File: config.mk
export PLATFORM = sky130hd
export DESIGN_NAME = read_capture
export DESIGN_NICKNAME = d
export VERILOG_FILES = /design/src/rtl/read_capture_pkg.sv /design/src/rtl/read_capture_fifo.sv /design/src/rtl/read_capture.sv
export SDC_FILE = /design/constraint.sdc
export NUM_CORES = 1
export LEC_CHECK = 0
export ABC_AREA = 1
export CAP_MARGIN = 20
export CORE_UTILIZATION = 35
export DETAILED_ROUTE_END_ITERATION = 8
export SETUP_SLACK_MARGIN = 0.2
export SYNTH_ARGS = -nofsm -noshare
export SYNTH_HDL_FRONTEND = slang
export SYNTH_SLANG_ARGS = --single-unit
File: constraint.sdc
create_clock -name clk -period 6.2 [get_ports clk]
set_input_delay 0.62 -clock clk [delete_from_list [all_inputs] [get_ports clk]]
set_output_delay 0.62 -clock clk [all_outputs]
set_load 0.05 [all_outputs]
File: src/rtl/read_capture_pkg.sv
// Shared types and constants for the read capture block: FSM states,
// default geometry and the frame length field width.
package read_capture_pkg;

    localparam int DW_DEFAULT    = 8;
    localparam int DEPTH_DEFAULT = 8;
    localparam int LEN_W         = 4;

    localparam logic [LEN_W-1:0] LEN_MAX = '1;

    typedef enum logic [1:0] {
        IDLE  = 2'd0,
        CAPT  = 2'd1,
        CLOSE = 2'd2
    } state_e;

endpackage

File: src/rtl/read_capture_fifo.sv
// Synchronous FIFO with a registered head-of-queue output; pointers carry one
// extra wrap bit so full and empty are distinguished without a counter.
module sync_fifo #(
    parameter int DW    = 8,
    parameter int DEPTH = 8
) (
    input  logic          clk,
    input  logic          rst,
    input  logic          push,
    input  logic          pop,
    input  logic [DW-1:0] din,
    output logic [DW-1:0] dout,
    output logic          full,
    output logic          empty
);

    localparam int AW = $clog2(DEPTH);

    logic [DW-1:0] mem [DEPTH];
    logic [AW:0]   wr_ptr_q, wr_ptr_d;
    logic [AW:0]   rd_ptr_q, rd_ptr_d;
    logic [DW-1:0] dout_q, dout_d;
    logic          do_push, do_pop;

    assign empty   = (rd_ptr_q == wr_ptr_q);
    assign full    = (rd_ptr_q[AW] != wr_ptr_q[AW]) &&
                     (rd_ptr_q[AW-1:0] == wr_ptr_q[AW-1:0]);
    assign do_pop  = pop & ~empty;
    assign do_push = push & (~full | do_pop);
    assign dout    = dout_q;

    // The head register is preloaded with the word that will be oldest after
    // this cycle; a push into an otherwise empty queue is forwarded directly.
    always_comb begin
        rd_ptr_d = rd_ptr_q + {{AW{1'b0}}, do_pop};
        wr_ptr_d = wr_ptr_q + {{AW{1'b0}}, do_push};
        dout_d   = dout_q;
        if (rd_ptr_d != wr_ptr_d) begin
            if (do_push && (rd_ptr_d[AW-1:0] == wr_ptr_q[AW-1:0])) begin
                dout_d = din;
            end else begin
                dout_d = mem[rd_ptr_d[AW-1:0]];
            end
        end
    end

    always_ff @(posedge clk) begin
        if (do_push) begin
            mem[wr_ptr_q[AW-1:0]] <= din;
        end
    end

    always_ff @(posedge clk) begin
        if (rst) begin
            wr_ptr_q <= '0;
            rd_ptr_q <= '0;
            dout_q   <= '0;
        end else begin
            wr_ptr_q <= wr_ptr_d;
            rd_ptr_q <= rd_ptr_d;
            dout_q   <= dout_d;
        end
    end

endmodule

File: src/rtl/read_capture.sv
// Captures read data words into a FIFO and tracks frame boundaries from the
// upstream sequencer's busy and done strobes, reporting per-frame word counts.
module read_capture
    import read_capture_pkg::*;
#(
    parameter int DW    = DW_DEFAULT,
    parameter int DEPTH = DEPTH_DEFAULT
) (
    input  logic             clk,
    input  logic             rst,
    input  logic             rd,
    input  logic             ds,
    input  logic [DW-1:0]    din,
    input  logic             din_vld,
    output logic [DW-1:0]    dout,
    output logic             dout_valid,
    input  logic             dout_ready,
    output logic [LEN_W-1:0] frame_len,
    output logic             frame_done,
    output logic             frame_abort,
    output logic             overflow
);

    state_e           state_q, state_d;
    logic [LEN_W-1:0] cnt_q, cnt_d, cnt_inc;
    logic [LEN_W-1:0] len_q, len_d;
    logic             done_q, done_d;
    logic             abort_q, abort_d;
    logic             ovf_q;
    logic             push_req, pop, accept, drop;
    logic             full, empty;

    assign push_req = rd & din_vld & ~ds;
    assign pop      = dout_valid & dout_ready;
    assign accept   = push_req & (~full | pop);
    assign drop     = push_req & full & ~pop;
    assign cnt_inc  = (cnt_q == LEN_MAX) ? cnt_q : cnt_q + 1'b1;

    sync_fifo #(
        .DW    (DW),
        .DEPTH (DEPTH)
    ) u_fifo (
        .clk   (clk),
        .rst   (rst),
        .push  (accept),
        .pop   (pop),
        .din   (din),
        .dout  (dout),
        .full  (full),
        .empty (empty)
    );

    assign dout_valid  = ~empty;
    assign frame_len   = len_q;
    assign frame_done  = done_q;
    assign frame_abort = abort_q;
    assign overflow    = ovf_q;

    always_comb begin
        state_d = state_q;
        cnt_d   = cnt_q;
        len_d   = len_q;
        done_d  = 1'b0;
        abort_d = 1'b0;
        case (state_q)
            IDLE: begin
                if (ds) begin
                    state_d = CLOSE;
                end else if (rd) begin
                    state_d = CAPT;
                    if (accept) cnt_d = cnt_inc;
                end
            end
            CAPT: begin
                if (ds) begin
                    state_d = CLOSE;
                end else if (!rd) begin
                    state_d = IDLE;
                    abort_d = 1'b1;
                    cnt_d   = '0;
                end else if (accept) begin
                    cnt_d = cnt_inc;
                end
            end
            CLOSE: begin
                // A push in the closing cycle already belongs to the next frame.
                len_d  = cnt_q;
                done_d = 1'b1;
                cnt_d  = '0;
                if (rd) begin
                    state_d = CAPT;
                    if (accept) cnt_d = LEN_W'(1);
                end else begin
                    state_d = IDLE;
                end
            end
            default: begin
                state_d = IDLE;
                cnt_d   = '0;
            end
        endcase
    end

    always_ff @(posedge clk) begin
        if (rst) begin
            state_q <= IDLE;
            cnt_q   <= '0;
            len_q   <= '0;
            done_q  <= 1'b0;
            abort_q <= 1'b0;
            ovf_q   <= 1'b0;
        end else begin
            state_q <= state_d;
            cnt_q   <= cnt_d;
            len_q   <= len_d;
            done_q  <= done_d;
            abort_q <= abort_d;
            if (drop) ovf_q <= 1'b1;
        end
    end

endmodule

# --- After elaboration in Yosys (flattened, before gate mapping) ---
# Memories as Yosys holds them, arrays and structs flattened. A register that Yosys moved wholly into a read port is not among the register bits.
# Cells that the tools add are included.
totals:
  memories: 1
  regBits: 21
  ramBits: 64
  out_inout_bits: 16
classes:
  muxes: 19
  n_addsub: 3
  n_reduce_logical: 5
  bitwise_logic: 15
  eq_ne: 12
mem_list:
  columns: ["name", "words", "width", "read_ports", "rd_ports_with_merged_regs", "write_ports", "line_no", "source"]
  rows:
  - ["u_fifo.mem", 8, 8, 1, 1, 1, "read_capture_fifo.sv:19", "logic [DW-1:0] mem [DEPTH];"]
op_table:
  columns: ["operator", "count"]
  rows:
  - ["$mux W4", 6]
  - ["$pmux W4 S3", 1]
  - ["$add A4 B1 Y4", 2]
  - ["$and A1 B1 Y1", 8]
  - ["$mux W2", 4]
  - ["$mux W1", 7]
  - ["$ne A2 B2 Y1 const B", 3]
  - ["$ne A3 B3 Y1 const B", 2]
  - ["$pmux W2 S3", 1]
  - ["$not A1 Y1", 5]
  - ["$add A4 B1 Y4 const B", 1]
  - ["$eq A4 B4 Y1", 1]
  - ["$eq A4 B4 Y1 const B", 1]
  - ["$ne A4 B4 Y1", 1]
  - ["$eq A3 B3 Y1", 1]
  - ["$reduce_and A3 Y1", 1]
  - ["$reduce_or A3 Y1", 1]
  - ["$eq A2 B1 Y1 const B", 1]
  - ["$eq A2 B2 Y1 const B", 1]
  - ["$logic_not A2 Y1", 1]
  - ["$or A1 B1 Y1", 2]
  - ["$reduce_and A2 Y1", 1]
  - ["$logic_and A1 B1 Y1", 1]
  - ["$ne A1 B1 Y1", 1]

# --- Logic depth before layout (Yosys ltp) ---
logic_depth:
  ltp_word: 9
  depth_mapped: 19
  ltp_nobuf: 18

# --- Cells and area by module ---
# A second synthesis with hierarchy kept.
unflattened:
  cells_unflattened: 455
  area_unflattened_um2: 4271.6
modules_own_cells:
  columns: ["mod", "cells_each", "instances", "area_per_inst_um2", "seq_area_each_um2"]
  rows:
  - ["sync_fifo", 372, 1, 3658.5, 2242.2]
  - ["read_capture", 83, 1, 613.1, 260.2]

# --- Worst setup path before layout ---
# Ideal clock, no wire load.
synth_path:
  kind: "register to register"
  start: "register u_fifo.wr_ptr_q[1]"
  end: "register u_fifo.dout_q[2], in the netlist u_fifo.dout[2], read port of u_fifo.mem"
  setup_time_ns: 0.109
  period_less_slack_ns: 2.356
  required_ns: 6.091
  path_stages_with_launch: 19
  t_arrival_ns: 2.247
  setup_slack_ns: 3.844
  cell_sequence: "dfxtp_1 inv_2 nand2_1 nand2_1 nor2_2 a31oi_1 ha_1 ha_1 buf_2 inv_2 nand2_1 nand4_1 nor2_1 nand2_2 buf_6 o21ai_1 inv_1 nand2_1 inv_1"
synth_between:
  elab_cells_between_ends: 14
synth_rtl:
  columns: ["element", "line_no", "source"]
  rows:
  - ["start, declared", "read_capture_fifo.sv:20", "logic [AW:0] wr_ptr_q, wr_ptr_d;"]
  - ["start signal, assigned", "read_capture_fifo.sv:59", "wr_ptr_q <= wr_ptr_d;"]
  - ["$eq A4 B4 Y1 *", "read_capture_fifo.sv:25", "assign empty = (rd_ptr_q == wr_ptr_q);"]
  - ["$not A1 Y1 *", "read_capture_fifo.sv:28, read_capture.sv:53", null]
  - ["$and A1 B1 Y1", "read_capture.sv:34", "assign pop = dout_valid & dout_ready;"]
  - ["$and A1 B1 Y1 *", "read_capture_fifo.sv:28", "assign do_pop = pop & ~empty;"]
  - ["$add A4 B1 Y4 *", "read_capture_fifo.sv:35", "rd_ptr_d = rd_ptr_q + {{AW{1'b0}}, do_pop};"]
  - ["net u_fifo.rd_ptr_d[1]", "read_capture_fifo.sv:21", "logic [AW:0] rd_ptr_q, rd_ptr_d;"]
  - ["$ne A4 B4 Y1", "read_capture_fifo.sv:38", "if (rd_ptr_d != wr_ptr_d) begin"]
  - ["end, declared", "read_capture_fifo.sv:22", "logic [DW-1:0] dout_q, dout_d;"]
# Mark *: on every way through the listed nets, which the timed path passes. The rest lies on a longest branch.
# A chain may end at the register's enable or synchronous reset.

# --- Worst setup path in the final report ---
layout_path:
  start: "register u_fifo.wr_ptr_q[1]"
  end: "register u_fifo.dout_q[5], in the netlist u_fifo.dout[5], read port of u_fifo.mem"
# The elaborated chain is that of the path after synthesis.

==> impl_metrics.csv <==
group,metric,value,unit
final_layout,fillerInstances,1020,
floorplanning,core.rowCount,38,
floorplanning,die-area,11750,um2
timing,maxSlewHeadroom,27.58,%
setup_path,path_cells,"inv_2 > nand2_1 > nand2_1 > nor2_2 > a31oi_1 > ha_1 > buf_4 > clkinv_1 > buf_4 > nand2_1 > nand4_1 > nor2_1 > nand2_2 > o21ai_0 > inv_1 > nand2_1 > inv_1",
cts,h-tree-depth,3,
final_layout,diodes,0,
grt,grt_overflow,0,
run,max_cap_violations,0,
setup_path,r2r-start,"u_fifo.wr_ptr_q[1]$_SDFF_PP0_",
outcome,status,"completed",
synthesis,yosysWarnings,0,
grt,grt_pass1_wl,13.84,mm
final_layout,drive_gt1_share,6.118,%
placed_design,hpwl,5.628,mm
setup_path,start_kind,"flop",
synthesis,syn_avg_cell_area,10.08,um2
grt,grt_pass1_vias,2725,
routing,drtIter0Drc,210,
setup_path,r2r_setup_slack,2.84,ns
final_layout,fin_util,42.64,%
setup_path,crit-reg2reg-capture,"u_fifo.dout[5]$_SDFFE_PP0P_",
routing,drt_pass1_iterations,4,
placed_design,gp_congestion,0.7969,
routing,final_antenna_net_count,0,
routing,routedWlPerCell,15.21,um
worst_hold_path,min_path_type,"reg2reg",
setup_path,crit_fanout,35,
setup_path,reg2regPathDepth,17,
timing,max_freq,0.2974,GHz
setup_path,slowest_stage,"dfxtp_1",
final_layout,final_common_cell,"nor2_1",
synthesis,yosysSeqAreaShare,63.17,%
timing,post-route-period-util,54.24,%
floorplanning,top_level_ports,30,
floorplanning,core-area,10940,um2
cts,cts-resized-gates,0,
setup_path,end_kind,"flop",
setup_path,cp.arrival,3.60,ns
power,power,1.503,mW
timing,hold_viol,0,
setup_path,cp_slowest_stage_delay,0.47,ns
setup_path,path_class,"reg2reg",
grt,grtUsageTotal,16.06,%
routing,vias,2813,
cts,clockRootBuffer,"clkbuf_16",
placed_design,dpl_worst_slack,2.644,ns
setup_path,crit_required,6.44,ns
synthesis,netlist_instances,393,
power,power_density,322.2,nW/um2
synthesis,syn_nets,412,
routing,routed_wirelength,8.593,mm
synthesis,synth_cell_types,33,
floorplanning,die_w,108.4,um
timing,tns,0,ns
floorplanning,die_y,108.4,um
synthesis,ys_ff_latch,93,
placed_design,portBuffers,29,
final_layout,area_growth_syn_to_layout,17.72,%
cts,insertion_delay,0.34,ns
timing,min_period,3.363,ns
cts,clock_sinks,93,
synthesis,syn_area,3961,um2
timing,finalMaxSlewViolations,0,
grt,grt_start_max_net_pins,36,
cts,clk_pin_slew_worst_paths,0.06,ns
cts,cts-hold-fix-buffers,0,
floorplanning,initial_core_util,36.22,%
routing,drc,0,
power,ir_worst_vdd,0.1476,mV
timing,skew,0.008902,ns
grt,antenna_found_initial,0,
setup_path,endpoint,"u_fifo.dout[5]$_SDFFE_PP0P_",
timing,setup_ws,2.837,ns
cts,post_cts_buffers,0,
cts,clockBufferDepth,2,
final_layout,num-nets-final,439,
setup_path,crit_start,"u_fifo.wr_ptr_q[1]$_SDFF_PP0_",
final_layout,layout_common_cells,"75 x nor2_1, 64 x edfxtp_1, 44 x nand2_1, 44 x o21ai_0, 36 x inv_1",
timing,tightest_slew,1.082,ns
cts,cts_tree,"built",
timing,setup_violations,0,
timing,rsz0062_at_grt,"false",
power,leakagePower,1.720,nW
routing,viasPerCell,4.979,
cts,numCtsBuffers,9,
setup_path,cp_common_cell,"nand2_1",
## critical path: cells and delay by family, from the launching register on
kind,cells,cell delay [ns]
AOI/OAI and AO/OA,2,0.36
adders and majority gates,1,0.29
buffers and inverters,6,1.31
DFF,1,0.47
and+or+nand+nor,8,0.84
## how the worst min path moves through the flow
stage / start / endpoint / slack (ns) / cells after the start
after CTS: overflow$_SDFFE_PP0P_ / overflow$_SDFFE_PP0P_ / 0.48 / 2
after global placement: overflow$_SDFFE_PP0P_ / overflow$_SDFFE_PP0P_ / 0.45 / 2
after global routing: overflow$_SDFFE_PP0P_ / overflow$_SDFFE_PP0P_ / 0.50 / 2
after detailed placement: overflow$_SDFFE_PP0P_ / overflow$_SDFFE_PP0P_ / 0.46 / 2
after floorplan: cnt_q[3]$_SDFFE_PP0P_ / frame_len[3]$_SDFFE_PP0P_ / 0.46 / 2
final: overflow$_SDFFE_PP0P_ / overflow$_SDFFE_PP0P_ / 0.47 / 2
## flip-flops by register name (all words and copies together) (netlist names)
signal	cells
cnt_q	4
state_q	2
u_fifo.dout	8
frame_done	1
frame_len	4
u_fifo.rd_ptr_q	4
frame_abort	1
u_fifo.wr_ptr_q	4
u_fifo.mem	64
overflow	1
## kinds of logic after synthesis
| group | after synthesis | synth area share [%] |
|---|---|---|
| fa+ha+maj | 5 | 1.579 |
| flops | 93 | 63.17 |
| buf+inv | 56 | 5.654 |
| simple gates | 162 | 17.75 |
| xor+xnor | 9 | 2.180 |
| compound gates | 68 | 9.665 |
## synth_stat cells, drive strengths merged
cell | number | area [um2]
ha | 5 | 62.56
a31oi | 1 | 6.260
a211oi | 2 | 15.01
clkbuf | 12 | 46.29
xnor2 | 3 | 33.79
a2111oi | 1 | 8.760
nand2 | 46 | 182.7
edfxtp | 64 | 1922
dfxtp | 29 | 580.6
clkinv | 1 | 3.750
inv | 40 | 152.6
o21ai | 46 | 230.2
or2 | 2 | 12.51
nor2 | 76 | 287.8
buf | 3 | 21.27
nand3 | 23 | 115.1
o221ai | 8 | 70.07
nor3 | 4 | 20.02
a21oi | 9 | 45.04
nand4 | 3 | 25.02
nand3b | 8 | 60.06
o21a | 1 | 7.510
xor2 | 6 | 52.55
## layout make-up
class	count	area (um2)	area share [%]
Timing Repair Buffer	31	305.3	6.547
Sequential cell	93	2502	53.66
Tap cell	140	175.2	3.756
Clock buffer	9	225.2	4.830
Inverter	41	156.4	3.354
Multi-Input combinational cell	244	1235	26.48
Clock inverter	7	63.81	1.368
## power breakdown
part	internal, mW	switching, mW
Sequential	0.685	0.0118
Clock	0.309	0.217
Combinational	0.0893	0.191
Total	1.08	0.419
## routing by layer
metal / up-vias / global-route usage (%) / share of wire [%]
li1: 1393 / - / -
met1: 1323 / 20.11 / 45
met2: 83 / 26.43 / 48
met3: 14 / 4.099 / 5.6
met4: 0 / 6.564 / 1.9
met5: - / 0 / 0
## stage by stage
stage	cells	hold slack (ns)	instance area, um2
3_3_place_gp	549	0.4525	4374
3_5_place_dp	549	0.4620	4374
6_report	565	0.4684	4663
5_1_grt	565	0.4996	4663
2_1_floorplan	393	0.4647	3961
4_1_cts	565	0.4775	4663
Power figures use the tool's default switching activity.
